==> config.mk <==
export PLATFORM = sky130hd
export DESIGN_NAME = frame_vote_scheduler
export DESIGN_NICKNAME = d
export VERILOG_FILES = /design/src/rtl/frame_vote_pkg.sv /design/src/rtl/vote_tracker.sv /design/src/rtl/frame_vote_scheduler.sv
export SDC_FILE = /design/constraint.sdc
export NUM_CORES = 1
export LEC_CHECK = 0
export CAP_MARGIN = 25
export CORE_MARGIN = 8
export CORE_UTILIZATION = 48
export CTS_CLUSTER_SIZE = 16
export DETAILED_ROUTE_END_ITERATION = 10
export GPL_ROUTABILITY_DRIVEN = 0
export PLACE_DENSITY = 0.79
export SETUP_SLACK_MARGIN = 0.4
export SLEW_MARGIN = 40
export SYNTH_ARGS = -nofsm -noshare
export SYNTH_HDL_FRONTEND = slang
export SYNTH_HIERARCHICAL = 1
export SYNTH_SLANG_ARGS = --single-unit
==> constraint.sdc <==
create_clock -name clk -period 2.5 [get_ports clk]
set_clock_uncertainty 0.1 [all_clocks]
set_input_delay 0.25 -clock clk [delete_from_list [all_inputs] [get_ports clk]]
set_output_delay 0.25 -clock clk [all_outputs]
set_load 0.01 [all_outputs]
==> src/rtl/frame_vote_pkg.sv <==
// Shared state encoding, result codes and defaults for the frame vote scheduler.
// The optional per-frame timeout is enabled with FRAME_VOTE_TIMEOUT_EN.
package frame_vote_pkg;

    localparam int STATE_W = 3;

    typedef enum logic [STATE_W-1:0] {
        ST_IDLE      = 3'd0,
        ST_SYNC      = 3'd1,
        ST_ARM       = 3'd2,
        ST_WAIT_DONE = 3'd3,
        ST_COMPARE   = 3'd4,
        ST_REPORT    = 3'd5
    } state_t;

    localparam logic [1:0] COLOR_RED   = 2'd1;
    localparam logic [1:0] COLOR_GREEN = 2'd2;
    localparam logic [1:0] COLOR_BLUE  = 2'd3;

    localparam logic [1:0] FIG_TRIANGLE = 2'd1;
    localparam logic [1:0] FIG_CIRCLE   = 2'd2;
    localparam logic [1:0] FIG_SQUARE   = 2'd3;

    localparam int LAST_ADDR_DEF = 19199;
    localparam int TIMEOUT_W     = 22;

    // Increment that holds at the limit instead of wrapping.
    function automatic logic [3:0] sat_inc4(input logic [3:0] cur, input logic [3:0] lim);
        sat_inc4 = (cur < lim) ? cur + 4'd1 : cur;
    endfunction

endpackage

==> src/rtl/vote_tracker.sv <==
// Holds the candidate frame result and how many consecutive frames matched it.
// Outputs reflect the values this cycle's update leaves in the registers.
module vote_tracker
    import frame_vote_pkg::*;
#(
    parameter int VOTES = 3
) (
    input  logic       clk,
    input  logic       rst,
    input  logic       clear,
    input  logic       load,
    input  logic [3:0] res,
    output logic       agreed,
    output logic [2:0] match_cnt,
    output logic [3:0] stored
);

    logic [2:0] match_cnt_q, match_cnt_d;
    logic [3:0] stored_q, stored_d;

    always_comb begin
        match_cnt_d = match_cnt_q;
        stored_d    = stored_q;
        if (clear) begin
            match_cnt_d = 3'd0;
            stored_d    = 4'd0;
        end else if (load) begin
            // Code 0 is a legitimate vote, so an empty tracker is recognised by the count.
            if (match_cnt_q == 3'd0 || res != stored_q) begin
                stored_d    = res;
                match_cnt_d = 3'd1;
            end else if (match_cnt_q != 3'd7) begin
                match_cnt_d = match_cnt_q + 3'd1;
            end
        end
    end

    always_ff @(posedge clk) begin
        if (rst) begin
            match_cnt_q <= 3'd0;
            stored_q    <= 4'd0;
        end else begin
            match_cnt_q <= match_cnt_d;
            stored_q    <= stored_d;
        end
    end

    assign agreed    = load && (match_cnt_d == 3'(VOTES));
    assign match_cnt = match_cnt_d;
    assign stored    = stored_d;

endmodule

==> src/rtl/frame_vote_scheduler.sv <==
// Arms the colour/figure datapath once per captured frame and votes on its results.
// Define FRAME_VOTE_TIMEOUT_EN to bound each frame's wait for proc_done.
module frame_vote_scheduler
    import frame_vote_pkg::*;
#(
    parameter int AW          = 15,
    parameter int LAST_ADDR   = LAST_ADDR_DEF,
    parameter int VOTES       = 3,
    parameter int MAX_FRAMES  = 8,
    parameter int TIMEOUT_CYC = 2000000
) (
    input  logic          clk,
    input  logic          rst,
    input  logic          start,
    input  logic          abort,
    input  logic          regwrite,
    input  logic [AW-1:0] addr_in,
    input  logic          proc_done,
    input  logic [1:0]    color_in,
    input  logic [1:0]    figure_in,
    output logic          init_procesamiento,
    output logic          busy,
    output logic          result_valid,
    output logic [1:0]    color,
    output logic [1:0]    figure,
    output logic          no_consensus,
    output logic          timeout,
    output logic [3:0]    frames_used
);

    state_t     state_q, state_d;
    logic [3:0] frames_used_q, frames_used_d;
    logic       done_prev_q, done_prev_d;
    logic [3:0] frame_res_q, frame_res_d;
    logic       result_valid_q, result_valid_d;
    logic [1:0] color_q, color_d;
    logic [1:0] figure_q, figure_d;
    logic       no_consensus_q, no_consensus_d;

    logic       track_clear;
    logic       track_load;
    logic       agreed;
    logic [2:0] vote_cnt_unused;
    logic [3:0] stored;

`ifdef FRAME_VOTE_TIMEOUT_EN
    logic                 timeout_q, timeout_d;
    logic [TIMEOUT_W-1:0] to_cnt_q, to_cnt_d;
`else
    logic [TIMEOUT_W-1:0] timeout_cfg_unused;
    assign timeout_cfg_unused = TIMEOUT_W'(TIMEOUT_CYC);
`endif

    vote_tracker #(
        .VOTES (VOTES)
    ) u_vote_tracker (
        .clk       (clk),
        .rst       (rst),
        .clear     (track_clear),
        .load      (track_load),
        .res       (frame_res_q),
        .agreed    (agreed),
        .match_cnt (vote_cnt_unused),
        .stored    (stored)
    );

    assign busy = !(state_q == ST_IDLE || state_q == ST_REPORT);

    always_comb begin
        state_d        = state_q;
        frames_used_d  = frames_used_q;
        done_prev_d    = done_prev_q;
        frame_res_d    = frame_res_q;
        result_valid_d = result_valid_q;
        color_d        = color_q;
        figure_d       = figure_q;
        no_consensus_d = no_consensus_q;
        track_clear    = 1'b0;
        track_load     = 1'b0;
`ifdef FRAME_VOTE_TIMEOUT_EN
        timeout_d      = timeout_q;
        to_cnt_d       = to_cnt_q;
`endif

        // Abort overrides every other transition and leaves the reported result alone.
        if (abort && busy) begin
            state_d = ST_IDLE;
        end else begin
            case (state_q)
                ST_IDLE, ST_REPORT: begin
                    if (start) begin
                        state_d        = ST_SYNC;
                        result_valid_d = 1'b0;
                        no_consensus_d = 1'b0;
                        frames_used_d  = 4'd0;
                        track_clear    = 1'b1;
`ifdef FRAME_VOTE_TIMEOUT_EN
                        timeout_d      = 1'b0;
`endif
                    end
                end
                ST_SYNC: begin
                    if (regwrite && addr_in == AW'(LAST_ADDR)) begin
                        state_d = ST_ARM;
                    end
                end
                ST_ARM: begin
                    frames_used_d = sat_inc4(frames_used_q, 4'(MAX_FRAMES));
                    done_prev_d   = proc_done;
                    state_d       = ST_WAIT_DONE;
`ifdef FRAME_VOTE_TIMEOUT_EN
                    to_cnt_d      = '0;
`endif
                end
                ST_WAIT_DONE: begin
                    done_prev_d = proc_done;
                    if (proc_done && !done_prev_q) begin
                        frame_res_d = {color_in, figure_in};
                        state_d     = ST_COMPARE;
                    end
`ifdef FRAME_VOTE_TIMEOUT_EN
                    else begin
                        to_cnt_d = to_cnt_q + 1'b1;
                        if (to_cnt_d == TIMEOUT_W'(TIMEOUT_CYC)) begin
                            timeout_d      = 1'b1;
                            no_consensus_d = 1'b0;
                            result_valid_d = 1'b1;
                            color_d        = 2'd0;
                            figure_d       = 2'd0;
                            state_d        = ST_REPORT;
                        end
                    end
`endif
                end
                ST_COMPARE: begin
                    track_load = 1'b1;
                    if (agreed) begin
                        result_valid_d = 1'b1;
                        color_d        = stored[3:2];
                        figure_d       = stored[1:0];
                        state_d        = ST_REPORT;
                    end else if (frames_used_q == 4'(MAX_FRAMES)) begin
                        result_valid_d = 1'b1;
                        no_consensus_d = 1'b1;
                        color_d        = frame_res_q[3:2];
                        figure_d       = frame_res_q[1:0];
                        state_d        = ST_REPORT;
                    end else begin
                        state_d = ST_SYNC;
                    end
                end
                default: state_d = ST_IDLE;
            endcase
        end
    end

    always_ff @(posedge clk) begin
        if (rst) begin
            state_q        <= ST_IDLE;
            frames_used_q  <= 4'd0;
            done_prev_q    <= 1'b0;
            frame_res_q    <= 4'd0;
            result_valid_q <= 1'b0;
            color_q        <= 2'd0;
            figure_q       <= 2'd0;
            no_consensus_q <= 1'b0;
        end else begin
            state_q        <= state_d;
            frames_used_q  <= frames_used_d;
            done_prev_q    <= done_prev_d;
            frame_res_q    <= frame_res_d;
            result_valid_q <= result_valid_d;
            color_q        <= color_d;
            figure_q       <= figure_d;
            no_consensus_q <= no_consensus_d;
        end
    end

`ifdef FRAME_VOTE_TIMEOUT_EN
    always_ff @(posedge clk) begin
        if (rst) begin
            timeout_q <= 1'b0;
            to_cnt_q  <= '0;
        end else begin
            timeout_q <= timeout_d;
            to_cnt_q  <= to_cnt_d;
        end
    end
    assign timeout = timeout_q;
`else
    assign timeout = 1'b0;
`endif

    assign init_procesamiento = (state_q == ST_ARM);
    assign result_valid       = result_valid_q;
    assign color              = color_q;
    assign figure             = figure_q;
    assign no_consensus       = no_consensus_q;
    assign frames_used        = frames_used_q;

endmodule

-- After elaboration in Yosys (flattened, before gate mapping)
Index checks and enable logic that the tools add are counted.
Widths: inputs -> output; s select.
- output and inout port bits: 13
- bits in registers: 25
- bitwise gates (word level): 1
- reductions and logical operators: 23
- mux-type cells: 31
- $lt $le $gt $ge: 1
- equality and inequality tests: 17
- add/subtract/negate cells: 2
- operators with widths (cell ; count):
    $mux 3 ; 9
    $mux 4 ; 5
    $eq 15x15->1 const B ; 1
    $pmux 3 s5 ; 1
    $ne 2x2->1 const B ; 5
    $eq 3x2->1 const B ; 3
    $mux 1 ; 9
    $reduce_and 3->1 ; 3
    $mux 2 ; 4
    $pmux 4 s2 ; 1
    $reduce_and 4->1 ; 2
    $eq 3x3->1 const B ; 2
    $logic_not 3->1 ; 2
    $ne 3x3->1 const B ; 2
    $reduce_bool 2->1 ; 3
    $reduce_or 2->1 ; 3
    $reduce_and 5->1 ; 1
    $add 4x1->4 const B ; 1
    $eq 4x4->1 const B ; 1
    $logic_and 1x1->1 ; 4
    $lt 4x4->1 const B ; 1
    $ne 4x4->1 ; 1
    $pmux 1 s2 ; 2
    $add 3x1->3 const B ; 1
    6 further kinds ; 8

-- Longest topological paths before layout
Gate-level depths: netlist of the first run.
- depth after elaboration: 11
- mapped depth: 11
- depth with buffers taken out: 10

-- Modules after synthesis
The synthesis of the first run kept the hierarchy.
- modules (own cells, without submodules) (module ; sequential area each (um2) ; cells an instance ; instances ; area an instance (um2)):
    frame_vote_scheduler ; 360.3 ; 111 ; 1 ; 1009.7
    vote_tracker ; 140.1 ; 50 ; 1 ; 446.7

-- Worst setup path before layout of the first run
No wires, ideal clock.
- path type: register -> register
- from: register state_q[0]
- to: register color_q[0], in the netlist color[0]
- cell stages (with the launch flop): 11
- arrival: 1.986 ns
- setup time: 0.086 ns
- required time: 2.314 ns
- path buffers: 3
- setup slack: 0.329 ns
- cells stage by stage: dfxtp_1 > buf_6 > nor4b_4 > buf_4 > nand4_1 > nor3_2 > clkbuf_1 > inv_1 > a21boi_4 > nor2_1 > a211oi_1
- word-level cells in the longest chain between the ends: 11
- ends and longest elaborated chain (element ; line ; text):
    start, declared ; frame_vote_scheduler.sv:31 ; state_t state_q, state_d;
    start signal, assigned ; frame_vote_scheduler.sv:168 ; state_q <= state_d;
    $eq 3x3->1 or $logic_not 3->1 (tied branches) ; frame_vote_scheduler.sv:67 ; assign busy = !(state_q == ST_IDLE || state_q == ST_REPORT);
    $logic_or 1x1->1 ; frame_vote_scheduler.sv:67 ;
    $logic_not 1->1 ; frame_vote_scheduler.sv:67 ;
    $logic_and 1x1->1 ; frame_vote_scheduler.sv:86 ; if (abort && busy) begin
    $mux 1 * ; frame_vote_scheduler.sv:86 ;
    named net track_load ; frame_vote_scheduler.sv:41 ; logic track_load;
    $mux 3 ; vote_tracker.sv:27 ; end else if (load) begin
    $mux 3 ; vote_tracker.sv:24 ; if (clear) begin
    $eq 3x2->1 ; vote_tracker.sv:48 ; assign agreed = load && (match_cnt_d == 3'(VOTES));
    $logic_and 1x1->1 * ; vote_tracker.sv:48 ;
    named net agreed ; frame_vote_scheduler.sv:42 ; logic agreed;
    $reduce_bool 2->1 (no line) ; - ;
    $reduce_and 3->1 (no line) ; - ;
    end signal, assigned ; frame_vote_scheduler.sv:173 ; color_q <= color_d;
    end, declared ; frame_vote_scheduler.sv:36 ; logic [1:0] color_q, color_d;
The timed path passes the listed nets; every way through them passes the cells marked *.
A chain may end at the register's enable or synchronous reset.

-- Final worst setup path of the first run
- from: register frame_res_q[2]
- to: register figure_q[1], in the netlist figure[1]
- word-level cells in the longest chain between the ends: 9
- ends and longest elaborated chain (element ; line ; text):
    start, declared ; frame_vote_scheduler.sv:34 ; logic [3:0] frame_res_q, frame_res_d;
    start signal, assigned ; frame_vote_scheduler.sv:171 ; frame_res_q <= frame_res_d;
    $ne 4x4->1 * ; vote_tracker.sv:29 ; if (match_cnt_q == 3'd0 || res != stored_q) begin
    $logic_or 1x1->1 * ; vote_tracker.sv:29 ;
    $mux 3 * ; vote_tracker.sv:29 ;
    $mux 3 * ; vote_tracker.sv:27 ;
    $mux 3 * ; vote_tracker.sv:24 ;
    $eq 3x2->1 * ; vote_tracker.sv:48 ;
    $logic_and 1x1->1 * ; vote_tracker.sv:48 ;
    named net agreed ; frame_vote_scheduler.sv:42 ;
    $reduce_bool 2->1 (no line) ; - ;
    $reduce_and 3->1 (no line) ; - ;
    end signal, assigned ; frame_vote_scheduler.sv:174 ; figure_q <= figure_d;
    end, declared ; frame_vote_scheduler.sv:37 ; logic [1:0] figure_q, figure_d;
Marked as above.

==> impl_summary.log, run 1 <==
INFO  metric crit_path_top_delay_cell = sky130_fd_sc_hd__dfxtp_1
INFO  metric fin_nets = 225
INFO  metric first_global_vias = 1248
INFO  metric period_minus_slack = 1.997 ns
INFO  metric fp.dieArea = 4985 um2
INFO  metric antenna_found_initial = 0
INFO  metric die_h = 70.61 um
INFO  metric cts.reportedPaths.clkPinSlew = 0.14 ns
INFO  metric htree_levels = 1
INFO  metric path_cells = xnor2_1 > nand3_1 > o21a_4 > nor3_4 > inv_2 > a21boi_4 > nor2_1 > a211oi_1
INFO  metric final_antenna_net_count = 0
INFO  metric arrival = 2.13 ns
INFO  metric setup.worst_path.start_class = register
INFO  metric critPathTopFamily = compound AO/OA/AOI/OAI gates
INFO  metric detailedPlacementHpwl = 2.769 mm
INFO  metric regToRegSetupSlack = 0.50 ns
INFO  metric clock.fmax = 500.9 MHz
INFO  metric n_fill_cell = 266
INFO  metric holdCritPathClass = register to register
INFO  metric cp.required = 2.64 ns
INFO  metric vias = 1240
INFO  metric max_cap_viol_count = 0
INFO  metric syn_to_final_growth = 31.38%
INFO  metric cts_tree = done
INFO  metric cts_hold_buf = 0
INFO  metric postSynthNetCount = 187
INFO  metric totalWireLength = 3.512 mm
INFO  metric cp_max_fo = 7
INFO  metric io_pins = 38
INFO  metric chipWidth = 70.61 um
INFO  metric root_buffer = sky130_fd_sc_hd__clkbuf_4
INFO  metric power_density_over_the_cells = 360.5 nW/um2
INFO  metric final.period_utilization = 79.86%
INFO  metric timing.setup.critical_path_class = register to register
INFO  metric clk_path_buf_depth = 2
INFO  metric slew_violations = 0
INFO  metric setup_viol = 0
INFO  metric drt-wirelength-per-cell = 15.40 um
INFO  metric numCtsBuffers = 3
INFO  metric port_buffers = 36
INFO  metric reg2regPathDepth = 8
INFO  metric run_status = completed
INFO  metric whs_path_depth = 2
INFO  metric overall_global_routing_resource_usage = 13.66%
INFO  metric relSlewSlack = 59.60%
INFO  metric coreArea = 2953 um2
INFO  metric synthesis.instances = 158
INFO  metric worst_slew_pin_slew = 0.6041 ns
INFO  metric antenna_cells_inserted = 0
INFO  metric yosys_warnings = 6
INFO  metric detail_route.first_pass.iterations = 4
INFO  metric cp_slowest_stage_delay = 0.46 ns
INFO  metric final_layout_size_suffix_gt1_share = 14.36%
INFO  metric cp_num_cells = 8
INFO  metric timing.critical_path.from = frame_res_q[2]
INFO  metric p_leak = 0.6242 nW
INFO  metric drt_iter0_markers = 42
INFO  metric initial_utilization = 48.47%
INFO  metric final_hold_viol_count = 0
INFO  metric synthesis.area = 1431 um2
INFO  metric row_count = 20
INFO  metric setup_total_negative_slack = 0 ns
INFO  metric holdWs = 0.3936 ns
INFO  metric avgSynthCellArea = 9.059 um2
INFO  metric clock-sinks = 25
INFO  metric remaining_global_route_overflow = 0
INFO  metric critPathBufInv = 1
INFO  metric grt_max_degree = 16
INFO  metric vdd_ir_drop_max = 0.2630 mV
INFO  metric clk_latency = 0.32 ns
INFO  metric grt_pass1_wl = 5.761 mm
INFO  metric avgViaCountPerCell = 5.439
INFO  metric drcViolationCount = 0
INFO  metric rr_startpoint = frame_res_q[2]
INFO  metric worst_setup_path_endpoint = figure[1]
INFO  metric worstReg2RegEnd = figure[1]
INFO  metric endpoint_kind = register
INFO  metric rsz0062_at_grt = yes
where the power goes:
group / leakage [nW] / total [mW] / switching [mW] / internal (mW)
Combinational: 0.403 / 0.0883 / 0.0357 / 0.0526
Clock: 0.0177 / 0.181 / 0.121 / 0.0600
Sequential: 0.203 / 0.408 / 0.00678 / 0.402
Total: 0.624 / 0.678 / 0.164 / 0.514
flip-flops by register name (all words and copies together) (netlist names):
register and flops:
color 2, done_prev_q 1, figure 2, frame_res_q 4, frames_used 4, no_consensus 1
result_valid 1, state_q 3, u_vote_tracker/match_cnt_q 3, u_vote_tracker/stored_q 4
metrics by stage:
stage               total power, mW  util [%]  cells  instance area [um2]  setup slack, ns
CTS                          0.6798     62.67    227                 1851           0.4026
floorplan                    0.4554         -    158                 1433           0.4510
global route                 0.7014     63.69    228                 1881           0.3896
global placement             0.5012     61.10    221                 1804           0.3687
finish                       0.6780     63.69    228                 1881           0.5034
detailed placement           0.5035     61.10    221                 1804           0.2062
cells in the final DEF (no fill, tap or decap), drive strengths merged:
| cell type | n |
|---|---|
| nand4 | 2 |
| a22oi | 1 |
| a2111oi | 1 |
| conb | 1 |
| or2 | 2 |
| nor2 | 30 |
| nand3b | 4 |
| nor2b | 2 |
| o41ai | 1 |
| clkinv | 1 |
| dfxtp | 25 |
| a21boi | 2 |
| nand3 | 3 |
| nand2 | 1 |
| and4 | 2 |
| and3 | 1 |
| or3 | 1 |
| ha | 4 |
| mux2i | 14 |
| clkbuf | 3 |
| nor3b | 3 |
| a21oi | 7 |
| nand2b | 4 |
| o21a | 3 |
| o21ai | 4 |
| and2 | 1 |
| a31oi | 1 |
| buf | 7 |
| nor4bb | 1 |
| clkdlybuf4s50 | 36 |
| a211oi | 6 |
| nor4 | 1 |
| inv | 7 |
| nor3 | 4 |
| xnor2 | 7 |
| nor4b | 2 |
worst min-delay path by stage:
stage,startpoint,end,slack [ns]
floorplan,rst,state_q[0],0.23
global placement,result_valid,result_valid,0.37
detailed placement,result_valid,result_valid,0.36
CTS,result_valid,result_valid,0.39
global route,no_consensus,no_consensus,0.44
finish,result_valid,result_valid,0.39
area by class of cell:
type | instances | area (um2) | share of cell area (%)
clock inverters | 1 | 5.005 | 0.2661
repair buffers | 43 | 412.9 | 21.96
flip-flops and latches | 25 | 504.2 | 26.81
inverters | 7 | 26.28 | 1.397
clock buffers | 3 | 22.52 | 1.198
multi-input cells | 116 | 868.3 | 46.17
well taps | 33 | 41.29 | 2.196
repair_timing:
| item | in CTS | in global routing |
|---|---|---|
| setup buffers | 2 | 1 |
| pin swaps | 1 | 1 |
| resized for setup | 3 | 5 |
| setup endpoints to repair | 5 | 7 |
worst register-to-register path: cells and delay by family (launching register included):
| family | cells | cell delay, ns |
|---|---|---|
| AOI/OAI and AO/OA | 3 | 0.71 |
| DFF | 1 | 0.46 |
| and+or+nand+nor | 3 | 0.41 |
| xor gates and xnor gates | 1 | 0.15 |
| buffers and inverters | 1 | 0.08 |
layer usage:
layer	part of all wire [%]	vias up	track usage, %
met5	0	-	0
met4	0.77	0	2.540
met3	3.0	4	3.531
met2	56	18	25.67
met1	40	598	14.98
li1	-	620	-
(Power assumes the default switching activity.)
==> run 2, diff against run 1 <==
clock period = 1.9 ns   (was 2.5 ns; I/O delays follow)
==> impl_summary.log, run 2 (synthesis results as in run 1) <==
INFO  metric run_status = complete, but fails checks
INFO  metric violated_checks = setup timing
INFO  metric timing.setup.critical_path_class = register to register
INFO  metric design_area = 2459 um2 (+31%)
INFO  metric htree_levels = 1 (unchanged)
INFO  metric drcViolationCount = 0 (unchanged)
INFO  metric antenna_found_initial = 0 (unchanged)
INFO  metric grt_max_degree = 15 (-1)
INFO  metric clock-sinks = 25 (unchanged)
INFO  metric slew_violations = 0 (unchanged)
INFO  metric final.period_utilization = 103.2% (+23 points)
INFO  metric cts_hold_buf = 0 (unchanged)
INFO  metric remaining_global_route_overflow = 0 (unchanged)
INFO  metric detail_route.first_pass.iterations = 4 (unchanged)
INFO  metric finalPower = 0.9755 mW (+44%)
INFO  metric p_leak = 0.9307 nW (+49%)
INFO  metric setup.worst_path.start_class = register
INFO  metric arrival = 2.12 ns (about the same)
INFO  metric coreArea = 2953 um2 (unchanged)
INFO  metric final_layout_size_suffix_gt1_share = 48.92% (+35 points)
INFO  metric antenna_cells_inserted = 0 (unchanged)
INFO  metric max_cap_viol_count = 0 (unchanged)
INFO  metric dpl.cell_count = 244 (+10%)
INFO  metric cp_slowest_stage_delay = 0.39 ns (-0.07 ns)
INFO  metric die_h = 70.61 um (unchanged)
INFO  metric port_buffers = 36 (unchanged)
INFO  metric cp_max_fo = 5 (-2)
INFO  metric regToRegSetupSlack = -0.06 ns (-0.56 ns)
INFO  metric totalWireLength = 5.186 mm (+48%)
INFO  metric setup_viol = 3 (+3)
INFO  metric endpoint_kind = register
INFO  metric critPathBufInv = 1 (unchanged)
INFO  metric overall_global_routing_resource_usage = 16.94% (+3.3 points)
INFO  metric drt_iter0_markers = 98 (+130%)
INFO  metric clk_latency = 0.34 ns (+0.02 ns)
INFO  metric vdd_ir_drop_max = 0.3000 mV (+14%)
INFO  metric root_buffer = sky130_fd_sc_hd__clkbuf_4
INFO  metric path_cells = nor4b_4 > nand4_1 > nor3_4 > inv_4 > a21boi_4 > nor2_1 > a211oi_1
INFO  metric drt-wirelength-per-cell = 19.64 um (+28%)
INFO  metric holdCritPathClass = primary input to register
INFO  metric detailedPlacementHpwl = 2.933 mm (+5.9%)
INFO  metric cts_tree = done
INFO  metric most_common_cell_after_layout_fill_and_taps_aside = sky130_fd_sc_hd__buf_4
INFO  metric setup_ws_final = -0.06105 ns (-0.5645 ns)
INFO  metric rr_startpoint = state_q[1]
INFO  metric syn_to_final_growth = 71.77%
INFO  metric layout_common_cells = sky130_fd_sc_hd__buf_4, sky130_fd_sc_hd__clkdlybuf4s50_1, sky130_fd_sc_hd__nor2_1, sky130_fd_sc_hd__dfxtp_1, sky130_fd_sc_hd__dfxtp_2
INFO  metric crit_path_top_delay_cell = sky130_fd_sc_hd__dfxtp_4
INFO  metric fin_nets = 261 (+16%)
INFO  metric final_hold_viol_count = 0 (unchanged)
INFO  metric worst_setup_path_endpoint = figure[1]
INFO  metric io_pins = 38 (unchanged)
INFO  metric critPathTopFamily = simple AND/OR/NAND/NOR gates
INFO  metric worstReg2RegEnd = figure[1]
INFO  metric period_minus_slack = 1.961 ns (-0.03554 ns)
INFO  metric avgViaCountPerCell = 5.708 (+5.0%)
INFO  metric initial_utilization = 48.47% (unchanged)
INFO  metric timing.critical_path.from = state_q[1]
INFO  metric numCtsBuffers = 3 (unchanged)
INFO  metric layout.cells.non_filler = 264 (+16%)
INFO  metric rsz0062_at_grt = yes
INFO  metric vias = 1507 (+22%)
INFO  metric n_fill_cell = 161 (-39%)
INFO  metric power_density_over_the_cells = 396.8 nW/um2 (+10%)
INFO  metric first_global_vias = 1504 (+21%)
INFO  metric place_area = 1981 um2 (+9.8%)
INFO  metric chipWidth = 70.61 um (unchanged)
INFO  metric timing.hold.worst.start = figure_in[1]
INFO  metric clk_path_buf_depth = 2 (unchanged)
INFO  metric cts.reportedPaths.clkPinSlew = 0.15 ns (about the same)
INFO  metric grt_pass1_wl = 6.900 mm (+20%)
INFO  metric cp_num_cells = 7 (-1)
INFO  metric clock.fmax = 509.9 MHz (+1.8%)
INFO  metric row_count = 20 (unchanged)
INFO  metric cp.required = 2.06 ns (-0.58 ns)
INFO  metric reg2regPathDepth = 7 (-1)
INFO  metric final_antenna_net_count = 0 (unchanged)
INFO  metric fp.dieArea = 4985 um2 (unchanged)
## run 2: what timing repair did
| action | in CTS | in global routing |
|---|---|---|
| gates resized for setup | 35 | 68 |
| pin swaps | 11 | 27 |
| endpoints found under the setup margin | 33 | 26 |
| buffers inserted | 7 | 8 |
| cloned | 1 | 0 |
## run 2: per-stage QoR
step           util, %  hold slack (ns)  setup WS [ns]  setup TNS [ns]
3_3_place_gp     67.08           0.3557        -0.1513         -0.6818
2_1_floorplan        -           0.1608        0.01379               0
4_1_cts          72.54           0.3604        0.03955               0
3_5_place_dp     67.08           0.3706        -0.2233          -1.474
6_report         83.26           0.3526       -0.06105         -0.1405
5_1_grt          83.26           0.3855        -0.1308         -0.4335
## run 2: final cells by class
type	instances	area (um2)	share of cell area (%)
multi-input combinational	117	1121	45.60
timing repair buffer	78	714.4	29.06
clock inverter	1	5.005	0.2036
sequential	25	525.5	21.37
tap	33	41.29	1.679
inverter	7	28.78	1.170
clock buffer	3	22.52	0.9160
## run 2: worst min-delay path, cell delays in order
cell and delay [ns]:
sky130_fd_sc_hd__clkdlybuf4s50_1 0.40, sky130_fd_sc_hd__mux2i_1 0.13, sky130_fd_sc_hd__nor2_1 0.05
## run 2: how the worst min path moves through the flow
stage,to,cells after the start,slack (ns)
floorplan,state_q[0],1,0.16
global placement,result_valid,2,0.36
detailed placement,result_valid,2,0.37
CTS,frame_res_q[1],3,0.36
global route,frame_res_q[3],3,0.39
finish,frame_res_q[1],3,0.35
## run 2: report_power, final
part / leakage [nW] / switching, mW / internal (mW)
Combinational: 0.704 / 0.0815 / 0.112
Clock: 0.0177 / 0.172 / 0.0793
Sequential: 0.209 / 0.00549 / 0.525
## run 2: metal layers
layer	vias up	global-route usage [%]	wire, um
met5	-	0	0
met1	728	18.11	1990
met4	0	6.697	201
met3	21	3.955	197
met2	58	31.13	2797
li1	700	-	-
